[config.mk]
export PLATFORM = sky130hd
export DESIGN_NAME = drp_arbiter_flat
export DESIGN_NICKNAME = d
export VERILOG_FILES = /design/src/rtl/drp_arbiter_if.sv /design/src/rtl/drp_arbiter.sv /design/src/flat_wrapper.sv
export SDC_FILE = /design/constraint.sdc
export NUM_CORES = 1
export LEC_CHECK = 0
export BUFFER_PORTS_ARGS = -buffer_cell sky130_fd_sc_hd__buf_2
export CORE_UTILIZATION = 52
export CTS_CLUSTER_DIAMETER = 30
export DETAILED_ROUTE_END_ITERATION = 7
export HOLD_SLACK_MARGIN = 0.02
export PLACE_DENSITY = 0.78
export SLEW_MARGIN = 20
export SYNTH_ARGS = -nofsm -noshare
export SYNTH_HDL_FRONTEND = slang
export SYNTH_SLANG_ARGS = --single-unit
export TNS_END_PERCENT = 5
[constraint.sdc]
create_clock -name clk -period 2.65 [get_ports clk]
set_input_delay 0.1325 -clock clk [delete_from_list [all_inputs] [get_ports clk]]
set_output_delay 0.1325 -clock clk [all_outputs]
set_load 0.005 [all_outputs]
[src/rtl/drp_arbiter_if.sv]
// Requester-side and DRP-side signal bundle for drp_arbiter.
// The arbiter connects through the slave modport; the requesters and the
// downstream DRP responder sit on the master side.
interface drp_arbiter_if #(
  parameter int NUM_PORTS = 4
) ();
  logic [NUM_PORTS-1:0]    req_en;
  logic [NUM_PORTS-1:0]    req_wr;
  logic [NUM_PORTS*9-1:0]  req_addr;
  logic [NUM_PORTS*16-1:0] req_wdata;
  logic [NUM_PORTS-1:0]    req_busy;
  logic [NUM_PORTS-1:0]    req_done;
  logic [15:0]             req_rdata;
  logic [NUM_PORTS-1:0]    req_timeout;
  logic                    drp_en;
  logic                    drp_wr;
  logic [8:0]              drp_addr;
  logic [15:0]             drp_wdata;
  logic [15:0]             drp_rdata;
  logic                    drp_done;

  modport slave (
    input  req_en, req_wr, req_addr, req_wdata, drp_rdata, drp_done,
    output req_busy, req_done, req_rdata, req_timeout,
           drp_en, drp_wr, drp_addr, drp_wdata
  );

  modport master (
    output req_en, req_wr, req_addr, req_wdata, drp_rdata, drp_done,
    input  req_busy, req_done, req_rdata, req_timeout,
           drp_en, drp_wr, drp_addr, drp_wdata
  );
endinterface

[src/rtl/drp_arbiter.sv]
// Round-robin arbiter sharing one DRP register port among NUM_PORTS
// requesters. Each requester owns a one-deep request slot; transactions are
// serialised and a watchdog force-completes any transaction whose done never
// arrives so a hung transceiver cannot lock the bus.
module drp_arbiter #(
  parameter int          NUM_PORTS    = 4,
  parameter int          TIMEOUT      = 1023,
  parameter logic [15:0] TIMEOUT_DATA = 16'hdead
) (
  input  logic         clk,
  input  logic         rst,
  drp_arbiter_if.slave bus
);
  localparam int          GW      = $clog2(NUM_PORTS);
  localparam int          ADDR_W  = 9;
  localparam int          DATA_W  = 16;
  localparam logic [15:0] TO_LAST = 16'(TIMEOUT - 1);

  typedef enum logic {S_IDLE, S_WAIT} state_t;

  logic [NUM_PORTS-1:0] slot_vld;
  logic                 slot_wr    [NUM_PORTS];
  logic [ADDR_W-1:0]    slot_addr  [NUM_PORTS];
  logic [DATA_W-1:0]    slot_wdata [NUM_PORTS];

  state_t               state;
  logic [GW-1:0]        grant;
  logic [GW-1:0]        last_grant;
  logic [15:0]          to_cnt;

  logic                 drp_en_r;
  logic                 drp_wr_r;
  logic [ADDR_W-1:0]    drp_addr_r;
  logic [DATA_W-1:0]    drp_wdata_r;
  logic [NUM_PORTS-1:0] req_done_r;
  logic [NUM_PORTS-1:0] req_timeout_r;
  logic [DATA_W-1:0]    req_rdata_r;

  logic                 sel_vld;
  logic [GW-1:0]        sel_idx;
  logic [GW-1:0]        scan_idx;
  logic                 finish;
  logic                 timed;

  // Completion happens on a real done, or on the last watchdog cycle; a done
  // arriving on that same last cycle wins over the timeout.
  assign finish = (state == S_WAIT) && (bus.drp_done || (to_cnt == TO_LAST));
  assign timed  = (state == S_WAIT) && !bus.drp_done && (to_cnt == TO_LAST);

  // Pick the first pending slot scanning upward from the port after last_grant.
  always_comb begin
    sel_vld  = 1'b0;
    sel_idx  = '0;
    scan_idx = '0;
    for (int k = 1; k <= NUM_PORTS; k++) begin
      scan_idx = GW'((int'(last_grant) + k) % NUM_PORTS);
      if (!sel_vld && slot_vld[scan_idx]) begin
        sel_vld = 1'b1;
        sel_idx = scan_idx;
      end
    end
  end

  // Slot occupancy: filled by a request into an empty slot, emptied on completion.
  always_ff @(posedge clk or posedge rst) begin
    if (rst) begin
      slot_vld <= '0;
    end else begin
      for (int i = 0; i < NUM_PORTS; i++) begin
        if (finish && (grant == GW'(i)))
          slot_vld[i] <= 1'b0;
        else if (bus.req_en[i] && !slot_vld[i])
          slot_vld[i] <= 1'b1;
      end
    end
  end

  // Slot payload: captured only when the slot accepts the request.
  always_ff @(posedge clk) begin
    for (int i = 0; i < NUM_PORTS; i++) begin
      if (bus.req_en[i] && !slot_vld[i]) begin
        slot_wr[i]    <= bus.req_wr[i];
        slot_addr[i]  <= bus.req_addr[i*ADDR_W +: ADDR_W];
        slot_wdata[i] <= bus.req_wdata[i*DATA_W +: DATA_W];
      end
    end
  end

  // Issue/wait FSM with registered DRP strobes and completion pulses.
  always_ff @(posedge clk or posedge rst) begin
    if (rst) begin
      state         <= S_IDLE;
      grant         <= '0;
      last_grant    <= GW'(NUM_PORTS - 1);
      to_cnt        <= '0;
      drp_en_r      <= 1'b0;
      drp_wr_r      <= 1'b0;
      drp_addr_r    <= '0;
      drp_wdata_r   <= '0;
      req_done_r    <= '0;
      req_timeout_r <= '0;
      req_rdata_r   <= '0;
    end else begin
      drp_en_r      <= 1'b0;
      req_done_r    <= '0;
      req_timeout_r <= '0;
      case (state)
        S_IDLE: begin
          if (sel_vld) begin
            drp_en_r    <= 1'b1;
            drp_wr_r    <= slot_wr[sel_idx];
            drp_addr_r  <= slot_addr[sel_idx];
            drp_wdata_r <= slot_wdata[sel_idx];
            grant       <= sel_idx;
            to_cnt      <= '0;
            state       <= S_WAIT;
          end
        end
        S_WAIT: begin
          if (finish) begin
            req_done_r[grant]    <= 1'b1;
            req_timeout_r[grant] <= timed;
            req_rdata_r          <= timed ? TIMEOUT_DATA : bus.drp_rdata;
            last_grant           <= grant;
            state                <= S_IDLE;
          end else begin
            to_cnt <= to_cnt + 16'd1;
          end
        end
        default: state <= S_IDLE;
      endcase
    end
  end

  assign bus.req_busy    = slot_vld;
  assign bus.req_done    = req_done_r;
  assign bus.req_timeout = req_timeout_r;
  assign bus.req_rdata   = req_rdata_r;
  assign bus.drp_en      = drp_en_r;
  assign bus.drp_wr      = drp_wr_r;
  assign bus.drp_addr    = drp_addr_r;
  assign bus.drp_wdata   = drp_wdata_r;
endmodule

[src/flat_wrapper.sv]
// flat-port wrapper written by rule: the top's interface ports become plain ports
module drp_arbiter_flat 
#(
  parameter int          NUM_PORTS    = 4,
  parameter int          TIMEOUT      = 1023,
  parameter logic [15:0] TIMEOUT_DATA = 16'hdead
)
  (clk, rst, bus_req_en, bus_req_wr, bus_req_addr, bus_req_wdata, bus_drp_rdata, bus_drp_done, bus_req_busy, bus_req_done, bus_req_rdata, bus_req_timeout, bus_drp_en, bus_drp_wr, bus_drp_addr, bus_drp_wdata);
  drp_arbiter_if #(.NUM_PORTS(NUM_PORTS)) bus_i ();
  input  logic clk;
  input  logic rst;
  input wire logic [$bits(bus_i.req_en)-1:0] bus_req_en;
  input wire logic [$bits(bus_i.req_wr)-1:0] bus_req_wr;
  input wire logic [$bits(bus_i.req_addr)-1:0] bus_req_addr;
  input wire logic [$bits(bus_i.req_wdata)-1:0] bus_req_wdata;
  input wire logic [$bits(bus_i.drp_rdata)-1:0] bus_drp_rdata;
  input wire logic [$bits(bus_i.drp_done)-1:0] bus_drp_done;
  output wire logic [$bits(bus_i.req_busy)-1:0] bus_req_busy;
  output wire logic [$bits(bus_i.req_done)-1:0] bus_req_done;
  output wire logic [$bits(bus_i.req_rdata)-1:0] bus_req_rdata;
  output wire logic [$bits(bus_i.req_timeout)-1:0] bus_req_timeout;
  output wire logic [$bits(bus_i.drp_en)-1:0] bus_drp_en;
  output wire logic [$bits(bus_i.drp_wr)-1:0] bus_drp_wr;
  output wire logic [$bits(bus_i.drp_addr)-1:0] bus_drp_addr;
  output wire logic [$bits(bus_i.drp_wdata)-1:0] bus_drp_wdata;
  assign bus_i.req_en = bus_req_en;
  assign bus_i.req_wr = bus_req_wr;
  assign bus_i.req_addr = bus_req_addr;
  assign bus_i.req_wdata = bus_req_wdata;
  assign bus_i.drp_rdata = bus_drp_rdata;
  assign bus_i.drp_done = bus_drp_done;
  assign bus_req_busy = bus_i.req_busy;
  assign bus_req_done = bus_i.req_done;
  assign bus_req_rdata = bus_i.req_rdata;
  assign bus_req_timeout = bus_i.req_timeout;
  assign bus_drp_en = bus_i.drp_en;
  assign bus_drp_wr = bus_i.drp_wr;
  assign bus_drp_addr = bus_i.drp_addr;
  assign bus_drp_wdata = bus_i.drp_wdata;
  drp_arbiter #(.NUM_PORTS(NUM_PORTS), .TIMEOUT(TIMEOUT), .TIMEOUT_DATA(TIMEOUT_DATA)) u_core (.clk(clk), .rst(rst), .bus(bus_i));
endmodule
==> results.yml, run 1 <==
yosys:
  synthArstFlopShare_pct: 42.2
  yosys.area.top_type: "edfxtp_1"
  yosys.cell_count.top_type: "edfxtp_1"
  synth_area_um2: 6870
  syn_inst: 441
  synth_cell_types: 48
  synth_area_per_cell_um2: 15.6
  seq_area_frac_synth_pct: 73.1
  synth_common_cells: "104 x edfxtp_1, 74 x dfrtp_1, 57 x mux2i_1"
  synth_top_cell_area_share_pct: 45.4
  synth_nets: 570
  ys_warn_count: 0
  synth_edf_count: 104
  ys_ff_latch: 180
  synth_flop_cell: "edfxtp_1"
  synth_area_leaders: "edfxtp_1 45%, dfrtp_1 27%, mux2i_1 8.3%"
global_routing:
  grt_max_degree: 47
  antenna_found_initial: 0
  grt_use_total_pct: 28.5
  grt.overflow.total: 0
  grt_pass1_vias: 5386
  grt_pass1_wl_um: 28000
floorplanning:
  coreArea_um2: 12800
  initial_core_util_pct: 53.8
  dieHeight_um: 117
  rows: 41
  io_pins: 182
  dieWidth_um: 117
  die_area_um2: 13700
cts:
  cts_made_buffers: 17
  cts-root-buf: "clkbuf_16"
  cts_tree: "built"
  insertion_delay_ps: 430
  path_clk_slew_ps: 60
  cts_max_level: 4
  clkSinkCount: 180
  clockBufferDepth: 2
sta:
  slew_headroom_pct: 48.4
  rsz0062_at_grt: "yes"
  fin_crit_sh_pct: 96.3
  timing.final.max_slew_violations: 0
  period_minus_slack_ps: 2550
  tightest_slew_ps: 773
  totalNegativeSetupSlack_ps: 0
  finalSetupViolCount: 0
  timing_hold_violations_final: 0
  timing.fmax_ghz: 0.392
  skew_ps: 5.96
route:
  drc: 0
  antenna_left: 0
  via_per_inst: 5.50
  drt_pass1_iterations: 5
  num_vias: 5195
  drt-total-wl_um: 18400
  wl_per_cell_um: 19.5
  drt_iter0_markers: 360
finish:
  instances_no_fill: 945
  finalInstanceArea_um2: 9950
  drive_gt1_share_pct: 32.0
  fillers: 677
  area_delta_synth_final_pct: 44.8
  antenna_cells_inserted: 0
  nets: 889
pwr:
  p_clk_share_pct: 27.2
  p_int_w: 0.00670
  power_density_nw_per_um2: 991
  pwr-share-seq_pct: 41.3
  pwr-share-comb_pct: 31.5
  peakVddDrop_uv: 626
  switchingPower_w: 0.00316
  sw_frac_of_total_pct: 32.1
  fin_total_pwr_w: 0.00986
  power.leakage_nw: 4.33
placed_design:
  numPlacedInstances: 788
  place_area_um2: 8050
  dp_hpwl_um: 9860
  gp_congestion: 0.836
  port_buffers: 181
critical_path:
  end_kind: "flip-flop"
  r2r_end: "u_core.to_cnt[7]"
  cp_cell_sequence: "inv_1 > ha_1 > or4b_1 > or4_4 > o21a_2 > and3_1 > a221o_1"
  path_depth: 7
  rr_startpoint: "u_core.to_cnt[0]"
  cp_num_buf_inv: 1
  slowest_delay_ps: 540
  worstSetupStartpointType: "flip-flop"
  crit_type: "reg2reg"
  cp_slowest_cell: "or4_4"
  worstSetupStartpoint: "u_core.to_cnt[0]"
  rrSetupSlack_ps: 100
  critPathRequiredTime_ps: 2960
  path_max_fanout: 12
  reg2regPathDepth: 7
  cp.arrival_ps: 2860
  critPathCapture: "u_core.to_cnt[7]"
  cp_top_family: "simple AND/OR/NAND/NOR gates"
job:
  max-cap-violations: 0
run_status:
  status: "completed"
min_path:
  hold_path.class: "in2reg"
[cell usage in the layout, fill, tap and decap left out, drive strengths merged, types with 2 or more instances in the layout]
cell type,n
ha,2
edfxtp,104
o21ai,8
o22a,14
nor2,13
clkbuf,24
dlygate4sd3,125
inv,9
or4,2
mux2,4
nor2b,6
o31ai,2
a22o,6
a21oi,3
nand2,46
dfstp,2
nand3,8
o311ai,2
buf,195
o21a,2
clkinv,5
o221ai,27
mux2i,57
o41ai,2
a21o,2
nand2b,5
nor3,4
dfrtp,74
and3,3
nand4,4
[worst register-to-register path, delay by kind of cell, from the launching register on]
kind / cells / cell delay, ps
flip-flops: 1 / 410
AND/OR/NAND/NOR: 3 / 1180
AO/OA/AOI/OAI: 2 / 580
adder cells (fa/ha/maj): 1 / 150
buffers and inverters: 1 / 110
[logic make-up after synthesis]
family / after synthesis / synth area share (%)
AO/OA/AOI/OAI: 72 / 8.57
XOR/XNOR: 2 / 0.255
adder cells (fa/ha/maj): 2 / 0.364
buffers and inverters: 27 / 1.95
flip-flops: 180 / 73.1
multiplexers: 61 / 8.96
AND/OR/NAND/NOR: 97 / 6.75
[final cells by class]
| type | count | area [um2] | area share (%) |
|---|---|---|---|
| inverter | 7 | 27.5 | 0.277 |
| multi-input combinational | 234 | 1760 | 17.7 |
| clock buffer | 24 | 572 | 5.74 |
| timing repair buffer | 320 | 2270 | 22.9 |
| clock inverter | 8 | 75.1 | 0.754 |
| tap | 172 | 215 | 2.16 |
| sequential | 180 | 5030 | 50.5 |
[worst min-delay path by stage]
stage | cells after the start | slack [ps] | startpoint | to
after floorplan | 0 | 230 | bus_req_addr[0] | u_core.slot_addr[0][0]
after global placement | 2 | 280 | rst | u_core.bus.drp_wdata[1]
after detailed placement | 2 | 290 | rst | u_core.bus.drp_wdata[1]
after CTS | 3 | 190 | bus_drp_done | u_core.last_grant[0]
final | 3 | 210 | bus_drp_done | u_core.last_grant[0]
after global routing | 3 | 210 | bus_drp_done | u_core.last_grant[0]
[flip-flops by register name, summed over array words and instances, names as in the netlist]
register                count
u_core.bus.req_rdata       16
u_core.bus.drp_en           1
u_core.slot_addr           36
u_core.bus.drp_wdata       16
u_core.bus.req_busy         4
u_core.slot_wr              4
u_core.state                1
u_core.last_grant           2
u_core.grant                2
u_core.bus.drp_wr           1
u_core.slot_wdata          64
u_core.bus.req_done         4
u_core.bus.drp_addr         9
u_core.bus.req_timeout      4
u_core.to_cnt              16
[routing by layer]
metal  global-route usage [%]  share of wire [%]  up-vias
met3                     6.59                7.6       35
met5                        0                  0        -
met1                     34.7                 39     2552
li1                         -                  -     2326
met4                     12.2                2.1        0
met2                     49.0                 51      282
[through the flow]
| step | utilization (%) | hold WS [ps] | worst slack (ps) |
|---|---|---|---|
| after CTS | 77.9 | 186 | 19.4 |
| final | 77.9 | 209 | 97.4 |
| after detailed placement | 63.0 | 288 | 23.5 |
| after global placement | 63.0 | 283 | 143 |
| after global routing | 77.9 | 206 | -5.02 |
| after floorplan | - | 231 | 286 |
[repair_timing]
action,in CTS,in global routing
endpoints found under the setup margin,0,2
gates resized for setup,0,2
hold endpoints to repair,166,0
setup buffers,0,0
hold buffers,125,0
[power by group through the flow]
| stage | Combinational, W | Clock (W) | Sequential [W] |
|---|---|---|---|
| finish | 0.00311 | 0.00268 | 0.00407 |
| floorplan | 0.00183 | 0 | 0.00403 |
| detailed placement | 0.00291 | 0 | 0.00410 |
| global placement | 0.00280 | 0 | 0.00406 |
| CTS | 0.00306 | 0.00269 | 0.00405 |
| global route | 0.00338 | 0.00282 | 0.00414 |
(Power assumes the default switching activity.)
==> run 2: changes to the inputs <==
--- a/config.mk
+++ b/config.mk
@@ -10,6 +10,7 @@
 export CTS_CLUSTER_DIAMETER = 30
 export DETAILED_ROUTE_END_ITERATION = 7
 export HOLD_SLACK_MARGIN = 0.02
+export MAX_ROUTING_LAYER = met4
 export PLACE_DENSITY = 0.78
 export SLEW_MARGIN = 20
 export SYNTH_ARGS = -nofsm -noshare
==> constraint.sdc (replaced) <==
create_clock -name clk -period 2.65 [get_ports clk]
set_input_delay 0.265 -clock clk [delete_from_list [all_inputs] [get_ports clk]]
set_output_delay 0.265 -clock clk [all_outputs]
set_load 0.005 [all_outputs]
==> results.yml, run 2 (synthesis results as in run 1) <==
floorplanning:
  coreArea_um2: 12800
  dieHeight_um: 117
  dieWidth_um: 117
  rows: 41
  die_area_um2: 13700
  initial_core_util_pct: 53.8
  io_pins: 182
cts:
  clkSinkCount: 180
  insertion_delay_ps: 430
  path_clk_slew_ps: 60
  cts_made_buffers: 17
  cts_max_level: 4
  clockBufferDepth: 2
  cts_tree: "built"
  cts-root-buf: "clkbuf_16"
critical_path:
  worstSetupStartpointType: "flip-flop"
  path_max_fanout: 12
  crit_type: "reg2reg"
  cp.arrival_ps: 2840
  end_kind: "flip-flop"
  critPathRequiredTime_ps: 2950
finish:
  final_common_cell: "buf_2"
  largest-register: "u_core.slot_wdata"
  area_delta_synth_final_pct: 39.9
  final_cell_mix: "181 x buf_2, 104 x edfxtp_1, 101 x dlygate4sd3_1, 74 x dfrtp_1, 57 x mux2i_1"
  nets: 865
  antenna_cells_inserted: 0
  drive_gt1_share_pct: 32.1
  reg_top3: "u_core.slot_wdata: 64 flops, u_core.slot_addr: 36 flops"
  largest_register_ffs: 64
sta:
  skew_ps: 11.1
  period_minus_slack_ps: 2540
  rsz0062_at_grt: "no"
  tightest_slew_ps: 777
  timing.final.max_slew_violations: 0
  timing_hold_violations_final: 0
  fin_ws_ps: 112
  finalSetupViolCount: 0
  fin_crit_sh_pct: 95.8
  timing.fmax_ghz: 0.394
  slew_headroom_pct: 48.2
  totalNegativeSetupSlack_ps: 0
route:
  antenna_left: 0
  drt-total-wl_um: 18000
  wl_per_cell_um: 19.6
  drc: 0
  via_per_inst: 5.51
  drt_iter0_markers: 411
  num_vias: 5071
  drt_pass1_iterations: 6
min_path:
  hold_path.class: "in2reg"
job:
  max-cap-violations: 0
global_routing:
  grt_pass1_vias: 5170
  grt_pass1_wl_um: 26900
  grt_max_degree: 45
  antenna_found_initial: 0
  grt_use_total_pct: 28.3
  grt.overflow.total: 0
pwr:
  power.leakage_nw: 4.16
  peakVddDrop_uv: 563
  power_density_nw_per_um2: 991
placed_design:
  gp_congestion: 0.844
  port_buffers: 181
  dp_slack_ps: 57.2
  dp_hpwl_um: 9880
run_status:
  status: "completed"
[run 2: cell types whose count changed in the layout (fill, tap and decap cells not counted), sizes merged]
| cell | delta |
|---|---|
| clkinvlp | +2 |
| dlygate4sd3 | -24 |
| bufinv | +1 |
| clkinv | +3 |
| inv | -3 |
| clkbuf | -4 |
[run 2: repair_timing]
action	4_1_cts	5_1_grt
gates resized for setup	0	2
hold buffers	98	3
buffers inserted	0	0
endpoints found under the hold margin	137	3
setup endpoints to repair	0	2
[run 2: metal layers]
metal	part of all wire (%)	track usage, %	vias to the layer above
li1	-	-	2284
met1	40	33.8	2474
met2	51	47.1	280
met3	7.1	6.23	33
met4	2.1	11.4	0
met5	0	-	-
[run 2: area by class of cell]
type                    count  area [um2]
repair buffers            296        2030
flip-flops and latches    180        5030
multi-input cells         234        1760
clock buffers              20         437
well taps                 172         215
fillers                   748        3160
inverters                   7        27.5
clock inverters            11         111
[run 2: path summary, 6_finish.rpt]
path                                   start                  endpoint  slack, ps  cells after the start
min in group asynchronous                rst          u_core.to_cnt[6]        510                      3
hold / removal             bus_req_wdata[43]  u_core.slot_wdata[2][11]         30                      1
setup reg to reg            u_core.to_cnt[0]          u_core.to_cnt[7]        110                      7
setup / recovery            u_core.to_cnt[0]          u_core.to_cnt[7]        110                      7
hold reg to reg            u_core.to_cnt[15]         u_core.to_cnt[15]        480                      1
max in group asynchronous                rst   u_core.bus.drp_wdata[8]       1400                      4
[run 2: worst max-delay path, stage by stage (launching register included)]
cell	delay [ps]
dfrtp_1	400
inv_1	110
ha_1	160
or4b_1	440
or4_4	540
o21a_2	310
and3_1	200
a221o_1	250
[run 2: stage by stage]
stage | instances | total power (W) | util, % | instance area (um2) | hold slack, ps
after global routing | 920 | 0.0100 | 75.3 | 9620 | 21.7
after floorplan | 441 | 0.00586 | - | 6870 | 364
after global placement | 788 | 0.00686 | 63.0 | 8050 | 418
final | 920 | 0.00952 | 75.3 | 9620 | 32.5
after CTS | 917 | 0.00946 | 75.0 | 9580 | 20.7
after detailed placement | 788 | 0.00700 | 63.0 | 8050 | 435
[run 2: report_power, final]
| group | switching (W) | internal (W) |
|---|---|---|
| sequential | 0.000401 | 0.00366 |
| clock | 0.00102 | 0.00137 |
| combinational | 0.00168 | 0.00140 |
| total | 0.00309 | 0.00643 |
==> run 3: changes to the inputs <==
--- a/config.mk
+++ b/config.mk
@@ -12,6 +12,7 @@
 export HOLD_SLACK_MARGIN = 0.02
 export MAX_ROUTING_LAYER = met4
 export PLACE_DENSITY = 0.78
+export RECOVER_POWER = 50
 export SLEW_MARGIN = 20
 export SYNTH_ARGS = -nofsm -noshare
 export SYNTH_HDL_FRONTEND = slang
==> results.yml, run 3 (synthesis results as in run 1) <==
route:
  drc: 0
  drt-total-wl_um: 17900
  drt_pass1_iterations: 5
  drt_iter0_markers: 454
  via_per_inst: 5.48
  wl_per_cell_um: 19.5
  antenna_left: 0
  num_vias: 5039
pwr:
  power.leakage_nw: 4.01
  pwr-share-seq_pct: 43.0
  switchingPower_w: 0.00310
  sw_frac_of_total_pct: 32.8
  power_density_nw_per_um2: 990
  peakVddDrop_uv: 563
  fin_total_pwr_w: 0.00945
  p_clk_share_pct: 25.3
  p_int_w: 0.00635
  pwr-share-comb_pct: 31.7
cts:
  cts-root-buf: "clkbuf_16"
  cts_max_level: 4
  insertion_delay_ps: 430
  clockBufferDepth: 2
  path_clk_slew_ps: 60
  cts_made_buffers: 17
  clkSinkCount: 180
  postCtsSetupBuffers: 0
  cts_tree: "built"
sta:
  totalNegativeSetupSlack_ps: 0
  timing.final.max_slew_violations: 45
  tightest_slew_ps: 1720
  timing.fmax_ghz: 0.392
  fin_ws_ps: 96.1
  rsz0062_at_grt: "no"
  fin_crit_sh_pct: 96.4
  skew_ps: 13.3
  period_minus_slack_ps: 2550
  slew_headroom_pct: -14.5
  holdWs_ps: 33.9
  finalSetupViolCount: 0
  timing_hold_violations_final: 0
min_path:
  hold_path.class: "in2reg"
  min_from: "bus_req_wdata[43]"
floorplanning:
  dieHeight_um: 117
  dieWidth_um: 117
  coreArea_um2: 12800
  io_pins: 182
  die_area_um2: 13700
  initial_core_util_pct: 53.8
  rows: 41
global_routing:
  grt_use_total_pct: 28.3
  grt.overflow.total: 0
  grt_max_degree: 45
  antenna_found_initial: 0
  grt_pass1_vias: 5170
  grt_pass1_wl_um: 26900
placed_design:
  dp_hpwl_um: 9880
  port_buffers: 181
  gp_congestion: 0.844
  dp_slack_ps: 57.2
run_status:
  violations: "max-capacitance violations, max-slew violations"
  status: "finished with violations"
finish:
  fillers: 782
  area_delta_synth_final_pct: 38.9
  final_common_cell: "buf_2"
  drive_gt1_share_pct: 25.3
  final_cell_mix: "130 x buf_2, 104 x edfxtp_1, 101 x dlygate4sd3_1, 74 x dfrtp_1, 57 x mux2i_1"
  nets: 865
  largest-register: "u_core.slot_wdata"
  finish.utilization_pct: 74.7
  antenna_cells_inserted: 0
  reg_top3: "u_core.slot_wdata: 64 flops, u_core.slot_addr: 36 flops"
  largest_register_ffs: 64
job:
  max-cap-violations: 1
critical_path:
  end_kind: "flip-flop"
  worstSetupStartpoint: "u_core.to_cnt[0]"
  critPathRequiredTime_ps: 2950
  path_max_fanout: 12
  cp.arrival_ps: 2860
  crit_type: "reg2reg"
  worstSetupStartpointType: "flip-flop"
  rrSetupSlack_ps: 100
  rr_startpoint: "u_core.to_cnt[0]"
-- run 3: cell types whose count changed in the layout (fill, tap and decap cells not counted) --
cell | before | now
clkinv_2 | 3 | 2
buf_2 | 181 | 130
clkbuf_1 | 3 | 53
inv_1 | 5 | 6
buf_4 | 13 | 10
clkbuf_2 | 0 | 4
-- run 3: path summary, 6_finish.rpt --
kind / to / cells after the start
max in group asynchronous: u_core.bus.drp_wdata[8] / 4
setup reg to reg: u_core.to_cnt[7] / 7
setup / recovery: u_core.to_cnt[7] / 7
hold reg to reg: u_core.bus.drp_wdata[14] / 2
hold / removal: u_core.slot_wdata[2][11] / 1
min in group asynchronous: u_core.to_cnt[6] / 3
-- run 3: worst max-delay path, stage by stage, from the launching register on --
cell and delay [ps]:
dfrtp_1 400, inv_1 110, ha_1 160, or4b_1 450, or4_4 550, o21a_2 310
and3_1 200, a221o_1 250
-- run 3: timing repair --
item,in CTS,in global routing
endpoints found under the setup margin,0,2
resized for setup,0,2
hold buffers,98,3
endpoints found under the hold margin,137,3
-- run 3: routing by layer --
metal,up-vias,routed length [um],GRT usage (%)
li1,2280,-,-
met1,2454,7090,33.8
met2,274,9160,47.1
met3,31,1310,6.23
met4,0,397,11.4
met5,-,0,-
-- run 3: power by group through the flow --
stage                     clock network, W  registers (W)  logic, W
after floorplan                          0        0.00403   0.00183
after global placement                   0        0.00406   0.00280
after detailed placement                 0        0.00408   0.00291
after CTS                          0.00239        0.00404   0.00303
after global routing               0.00254        0.00414   0.00327
final                              0.00239        0.00407   0.00299
-- run 3: final cells by class --
cell class / instances / area [um2] / share of cell area, %
multi-input combinational: 234 / 1760 / 18.5
inverter: 7 / 26.3 / 0.275
tap: 172 / 215 / 2.25
sequential: 180 / 5030 / 52.7
clock buffer: 20 / 437 / 4.58
clock inverter: 11 / 111 / 1.17
timing repair buffer: 296 / 1960 / 20.6
-- run 3: through the flow --
| stage | cells | instance area (um2) |
|---|---|---|
| floorplan | 441 | 6870 |
| global placement | 788 | 8050 |
| detailed placement | 788 | 8050 |
| CTS | 917 | 9580 |
| global route | 920 | 9540 |
| finish | 920 | 9540 |
